===== src/rtl/vram_pkg.sv =====
// Shared types for the VRAM arbiter: FSM states and read-owner codes.
package vram_pkg;

    typedef enum logic [1:0] {
        IDLE    = 2'd0,
        VGA_PRI = 2'd1,
        CPU_PRI = 2'd2
    } state_e;

    typedef enum logic [1:0] {
        OWN_NONE = 2'd0,
        OWN_CPU  = 2'd1,
        OWN_VGA  = 2'd2
    } owner_e;

    // Wide enough for any legal MAX_WAIT (up to 255).
    localparam int CNT_W = 8;

endpackage


===== src/rtl/vram_owner_pipe.sv =====
// Tracks which requester owns each read in flight, RD_LAT stages deep,
// so returning RAM data can be steered to the right port.
module vram_owner_pipe
    import vram_pkg::*;
#(
    parameter int RD_LAT = 1
) (
    input  logic       clk,
    input  logic       reset,
    input  logic [1:0] owner_in,
    output logic [1:0] owner_out
);

    logic [1:0] stage [RD_LAT];

    always_ff @(posedge clk or negedge reset) begin
        if (!reset) begin
            for (int i = 0; i < RD_LAT; i++) begin
                stage[i] <= OWN_NONE;
            end
        end else begin
            stage[0] <= owner_in;
            for (int i = 1; i < RD_LAT; i++) begin
                stage[i] <= stage[i-1];
            end
        end
    end

    assign owner_out = stage[RD_LAT-1];

endmodule


===== src/rtl/vram_arbiter.sv =====
// Single-port VRAM arbiter between a CPU (read/write) and a VGA scanout (read-only).
// Define VRAM_ARB_FAIRNESS_EN to add the CPU starvation counter and CPU_PRI state.
module vram_arbiter
    import vram_pkg::*;
#(
    parameter int ADDR_W   = 3,
    parameter int DATA_W   = 32,
    parameter int RD_LAT   = 1,
    parameter int MAX_WAIT = 8
) (
    input  logic              clk,
    input  logic              reset,
    input  logic              cpu_req,
    input  logic              cpu_we,
    input  logic [ADDR_W-1:0] cpu_addr,
    input  logic [DATA_W-1:0] cpu_wdata,
    output logic              cpu_gnt,
    output logic              cpu_rvalid,
    output logic [DATA_W-1:0] cpu_rdata,
    input  logic              vga_req,
    input  logic [ADDR_W-1:0] vga_addr,
    output logic              vga_gnt,
    output logic              vga_rvalid,
    output logic [DATA_W-1:0] vga_rdata,
    output logic [ADDR_W-1:0] ram_addr,
    output logic [DATA_W-1:0] ram_wdata,
    output logic              ram_we,
    input  logic [DATA_W-1:0] ram_rdata
);

    if ((RD_LAT < 1) || (RD_LAT > 4) || (MAX_WAIT < 1) || (MAX_WAIT > 255)) begin : g_param_check
        $error("vram_arbiter: RD_LAT or MAX_WAIT out of range");
    end

    state_e            state, state_next;
    logic              any_req;
    logic              cpu_pri;
    logic [1:0]        owner_in, owner_out;
    logic [DATA_W-1:0] cpu_rdata_q, vga_rdata_q;

    assign any_req = cpu_req | vga_req;

    // Grants are gated by reset so nothing reaches the RAM while it is held.
    always_comb begin
        cpu_gnt = 1'b0;
        vga_gnt = 1'b0;
        if (reset) begin
            if (cpu_pri) begin
                cpu_gnt = cpu_req;
                vga_gnt = vga_req & ~cpu_req;
            end else begin
                vga_gnt = vga_req;
                cpu_gnt = cpu_req & ~vga_req;
            end
        end
    end

    always_comb begin
        ram_addr  = '0;
        ram_wdata = '0;
        ram_we    = 1'b0;
        owner_in  = OWN_NONE;
        if (cpu_gnt) begin
            ram_addr  = cpu_addr;
            ram_wdata = cpu_wdata;
            ram_we    = cpu_we;
            owner_in  = cpu_we ? OWN_NONE : OWN_CPU;
        end else if (vga_gnt) begin
            ram_addr  = vga_addr;
            owner_in  = OWN_VGA;
        end
    end

`ifdef VRAM_ARB_FAIRNESS_EN
    localparam logic [CNT_W-1:0] WAIT_LIMIT = CNT_W'(MAX_WAIT);

    logic [CNT_W-1:0] wait_cnt, wait_next;

    always_comb begin
        wait_next = '0;
        if (cpu_req && !cpu_gnt) begin
            wait_next = (wait_cnt == WAIT_LIMIT) ? wait_cnt : wait_cnt + 1'b1;
        end
    end

    always_ff @(posedge clk or negedge reset) begin
        if (!reset) begin
            wait_cnt <= '0;
        end else begin
            wait_cnt <= wait_next;
        end
    end

    assign cpu_pri = (state == CPU_PRI);
`else
    assign cpu_pri = 1'b0;
`endif

    always_ff @(posedge clk or negedge reset) begin
        if (!reset) begin
            state <= IDLE;
        end else begin
            state <= state_next;
        end
    end

    // The limit is checked against the count including this cycle's miss,
    // so after MAX_WAIT lost cycles the CPU wins the very next one.
    always_comb begin
        state_next = state;
        case (state)
            IDLE: begin
                if (any_req) state_next = VGA_PRI;
            end
            VGA_PRI: begin
                if (!any_req) state_next = IDLE;
`ifdef VRAM_ARB_FAIRNESS_EN
                else if (wait_next == WAIT_LIMIT) state_next = CPU_PRI;
`endif
            end
`ifdef VRAM_ARB_FAIRNESS_EN
            CPU_PRI: begin
                if (!any_req) state_next = IDLE;
                else if (cpu_gnt) state_next = VGA_PRI;
            end
`endif
            default: state_next = IDLE;
        endcase
    end

    vram_owner_pipe #(
        .RD_LAT (RD_LAT)
    ) u_owner_pipe (
        .clk       (clk),
        .reset     (reset),
        .owner_in  (owner_in),
        .owner_out (owner_out)
    );

    assign cpu_rvalid = (owner_out == OWN_CPU);
    assign vga_rvalid = (owner_out == OWN_VGA);

    always_ff @(posedge clk or negedge reset) begin
        if (!reset) begin
            cpu_rdata_q <= '0;
            vga_rdata_q <= '0;
        end else begin
            if (cpu_rvalid) cpu_rdata_q <= ram_rdata;
            if (vga_rvalid) vga_rdata_q <= ram_rdata;
        end
    end

    // Returned data appears in the rvalid cycle itself, then is held.
    assign cpu_rdata = cpu_rvalid ? ram_rdata : cpu_rdata_q;
    assign vga_rdata = vga_rvalid ? ram_rdata : vga_rdata_q;

endmodule


===== config.mk =====
export PLATFORM = sky130hd
export DESIGN_NAME = vram_arbiter
export DESIGN_NICKNAME = d
export VERILOG_FILES = /design/src/rtl/vram_pkg.sv /design/src/rtl/vram_owner_pipe.sv /design/src/rtl/vram_arbiter.sv
export SDC_FILE = /design/constraint.sdc
export NUM_CORES = 1
export LEC_CHECK = 0
export CAP_MARGIN = 0
export CORE_UTILIZATION = 40
export DETAILED_ROUTE_END_ITERATION = 10
export PLACE_DENSITY = 0.85
export SYNTH_ARGS = -nofsm -noshare
export SYNTH_HDL_FRONTEND = slang
export SYNTH_SLANG_ARGS = --single-unit

===== constraint.sdc =====
create_clock -name clk -period 3 [get_ports clk]
set_input_delay 0.6 -clock clk [delete_from_list [all_inputs] [get_ports clk]]
set_output_delay 0.6 -clock clk [all_outputs]
set_load 0.03 [all_outputs]

== Word-level counts from Yosys, hierarchy flattened ==
Index checks and enable logic that the tools add are counted.

* Equality and inequality tests: 2
* Muxes and demuxes: 11
* Bitwise operators: 2

{| class="wikitable"
|+ Operators by type and width
! kind !! number
|-
| 32-bit two-way mux || 3
|-
| 3-bit two-way mux || 2
|-
| 1-bit two-way mux || 4
|-
| 2-bit two-way mux || 2
|-
| 2-bit by 1-bit == test with 1-bit output (second input constant) || 1
|-
| 2-bit == test (second input constant) || 1
|-
| 1-bit bitwise AND || 1
|-
| 1-bit inverter || 1
|}

* Input bits: 75
* Bits in registers: 66
* Output and inout bits: 104
* Word-level logic and storage cells: 18

== Logic depth before layout (Yosys ltp) ==
* Word-level depth: 4
* Depth in mapped cells: 4
* Gate-level depth less buffers: 2

== Cells and area by module ==
From an unflattened synthesis, not the netlist that was laid out.

* Cell total of the unflattened synthesis: 186
* Area, all modules: 2,982.9 µm²

{| class="wikitable"
|+ Modules (own cells, without submodules)
! module !! area each (µm²) !! times used !! cells each !! sequential area each (µm²)
|-
| vram_arbiter || 2,932.8 || 1 || 184 || 1,601.5
|-
| vram_owner_pipe || 50.0 || 1 || 2 || 50.0
|}

== Least setup slack after synthesis ==
No wires, ideal clock.

* Path type: input to output
* Start point: input port vga_req
* End point: output port ram_wdata[22]
* Data arrival time: 1,481 ps
* Required time: 2,400 ps
* Stages: 4
* Setup slack: 919 ps
* Path buffers: 2
* Cells stage by stage: and3b_1 -> buf_2 -> buf_2 -> and2_1

* Longest elaborated chain between the ends: 4

{| class="wikitable"
|+ RTL lines
! element !! RTL line !! source
|-
| start: declaration || vram_arbiter.sv:20 || <nowiki>input logic vga_req,</nowiki>
|-
| 1-bit inverter || vram_arbiter.sv:53 || <nowiki>cpu_gnt = cpu_req & ~vga_req;</nowiki>
|-
| 1-bit bitwise AND || vram_arbiter.sv:53 ||
|-
| 1-bit two-way mux || vram_arbiter.sv:47 || <nowiki>if (reset) begin</nowiki>
|-
| net cpu_gnt || vram_arbiter.sv:17 || <nowiki>output logic cpu_gnt,</nowiki>
|-
| 32-bit two-way mux || vram_arbiter.sv:63 || <nowiki>if (cpu_gnt) begin</nowiki>
|-
| end: declaration || vram_arbiter.sv:26 || <nowiki>output logic [DATA_W-1:0] ram_wdata,</nowiki>
|}

The timed path passes the listed nets, and every way through them passes these cells.

== Worst setup path after layout ==
* Start point: register u_owner_pipe.stage, in the netlist u_owner_pipe.owner_out[0]
* End point: output port cpu_rdata[31]

* Longest elaborated chain between the ends: 2

{| class="wikitable"
|+ RTL lines
! element !! RTL line !! source
|-
| start: declaration || vram_owner_pipe.sv:14 || <nowiki>logic [1:0] stage [RD_LAT];</nowiki>
|-
| start signal: indexed assignment || vram_owner_pipe.sv:24 || <nowiki>stage[i] <= stage[i-1];</nowiki>
|-
| 2-bit by 1-bit == test with 1-bit output || vram_arbiter.sv:140 || <nowiki>assign cpu_rvalid = (owner_out == OWN_CPU);</nowiki>
|-
| 32-bit two-way mux || n/a ||
|-
| end: declaration || vram_arbiter.sv:19 || <nowiki>output logic [DATA_W-1:0] cpu_rdata,</nowiki>
|}

No other way between the ends.

==> results.toml <==
[layout]
antenna_cells = 0
regArea_um2 = 1650
fin_area_um2 = 4970
area_growth_pct = 66.6
finalNetCount = 443
drive_gt1_share_pct = 33.8
postLayoutCoreUtil_pct = 68.9
multi_input_area_um2 = 1230
fillers = 542

[yosys]
synthTopCellsByCount = "dfrtp_1 (66), mux2_4 (58), and2_1 (35), buf_6 (7), mux2_2 (6)"
synth.ff_latch_count = 66
syn_inst = 186
ys.flop_type = "dfrtp_1"
synth.yosys.warnings = 0
yosysSeqAreaShare_pct = 55.4
async_reset_ff_share_pct = 100
netlist.area_leader.share_pct = 55.4
synth_cell_type_count = 12
synth-edff-count = 0
syn_nets = 261
synth_top_area_cell = "dfrtp_1"
yosysMostFrequentCell = "dfrtp_1"
synth.area.top_cells = "dfrtp_1 (55%), mux2_4 (29%), and2_1 (7.3%)"
synth_area_um2 = 2980
syn_area_per_cell_um2 = 16.0

[job]
cap_violations = 0

[setup_path]
slowest_stage = "clkdlybuf4s50_1"
reg2reg_depth = 3
crit_arrival_ns = 2.16
reg2reg_to = "vga_rdata_q[30]"
crit_type = "register to primary output"
slowest_delay_ns = 0.65
crit_fanout = 33
crit_chain = "nand2b_2, buf_12, mux2_2, clkdlybuf4s50_1"
reg2reg_setup_slack_ns = 1.69
r2r_start = "u_owner_pipe.owner_out[0]"
critical_path_required_ns = 2.40
crit_path_start_kind = "register"
end_kind = "primary output"

[cts]
cts.sinks = 66
numCtsBuffers = 9
clock_latency_ns = 0.34
post_cts_buffers = 0
clock_path_buffers = 2
clk_pin_slew_ns = 0.06
cts_repair_resize_count = 0
hold_buffers = 0
clockRootBuffer = "clkbuf_8"
htree_levels = 3
cts_tree = "built"

[routing]
vias = 2132
wl_um = 7420
detail-route-antenna-nets = 0
vias_per_cell = 4.52
drc = 0
drt_iter0_markers = 31
drt-pass1-iter-count = 4
post_drt_wl_per_cell_um = 15.7

[timing]
worst_slew_pin_slew_ns = 0.793
setup_violations = 0
hold_viol_final = 0
skew_ns = 0.0115
drv_slew = 0
rsz0062_at_grt = "false"
fin_setup_tns_ns = 0
max_freq_mhz = 362
holdWs_ns = 0.0868
max_slew_margin_pct = 47.2
finalCritPeriodShare_pct = 92.1
fin_crit_ns = 2.76

[grt]
globalRoute.totalOverflow = 0
grt_max_degree = 65
antenna_found_initial = 1
grt_pass1_vias = 2310
grt_util_all_layers_pct = 19.9
grt_pass1_wl_um = 11400

[die]
core-area_um2 = 7210
start_util_pct = 41.3
ios = 179
rows = 31
dieArea_um2 = 7810
die_y_um = 88.4
die_w_um = 88.4

[power]
powerDensity_nw_per_um2 = 629
leakage_uw = 0.00232
peakVddDrop_uv = 361

[min_path]
hp-class = "input port to async pin"

[status]
status = "finished clean"

[placed_design]
gp_congestion = 0.752
dp_hpwl_um = 5500
port-buffer-count = 178
placed_area_um2 = 4770
==> critical path: cells and delay by family (launching register included) <==
family	cells	cell delay, ns
muxes	1	0.39
and+or+nand+nor	1	0.10
DFF	1	0.42
buffers and inverters	2	0.91
==> kinds of logic (layout without fill, tap and decap cells) <==
family | Yosys count | count (layout) | share of synthesized area (%)
AO/OA/AOI/OAI | 3 | 3 | 1.01
multiplexers | 64 | 64 | 31.5
AND/OR/NAND/NOR | 40 | 40 | 8.47
buffers and inverters | 13 | 200 | 3.69
flip-flops | 66 | 66 | 55.4
==> metrics by stage <==
step                power [uW]  worst slack (ns)  instances
detailed placement        2400             0.393        456
global route              3270             0.184        472
finish                    3130             0.236        472
CTS                       3160             0.209        472
global placement          2380             0.390        456
floorplan                 1870             0.919        186
==> worst max-delay path by stage <==
stage | startpoint | end | cells past startpoint
after floorplan | vga_req | ram_wdata[22] | 4
after global placement | ram_rdata[0] | vga_rdata[0] | 3
after detailed placement | ram_rdata[0] | vga_rdata[0] | 3
after CTS | u_owner_pipe.owner_out[0] | cpu_rdata[31] | 4
after global routing | u_owner_pipe.owner_out[0] | vga_rdata[30] | 4
final | u_owner_pipe.owner_out[0] | cpu_rdata[31] | 4
==> sequential cells by signal, indices dropped and copies added (netlist names) <==
name	count
cpu_rdata_q	32
u_owner_pipe.owner_out	2
vga_rdata_q	32
==> power breakdown <==
part	internal, uW	switching [uW]	total [uW]
clock network	407	340	747
registers	1060	49.6	1110
logic	632	638	1270
total	2100	1030	3130
==> layer usage <==
layer  share of wire (%)  global-route usage (%)  routed length, um
met1                  41                    23.5               3040
met4                 2.3                    9.68                168
met2                  49                    33.4               3670
met3                 7.0                    5.88                523
met5                0.24                       0                 18
==> placed cells by master (no fill, tap or decap), drive strengths merged <==
cell	Yosys	final
clkinvlp	0	1
nor2b	3	3
nand2b	1	1
and3b	1	1
a32o	3	3
clkdlybuf4s50	0	139
bufinv	0	1
clkbuf	0	10
buf	12	44
dfrtp	66	66
clkinv	0	3
mux2	64	64
inv	1	2
and2	35	35
==> cell type report <==
cell class / count / area share, %
Timing Repair Buffer: 183 / 35.3
Sequential cell: 66 / 33.2
Multi-Input combinational cell: 107 / 24.8
Clock buffer: 10 / 2.77
Tap cell: 99 / 2.49
Clock inverter: 6 / 1.31
Inverter: 1 / 0.0755
Power figures use the tool's default switching activity.
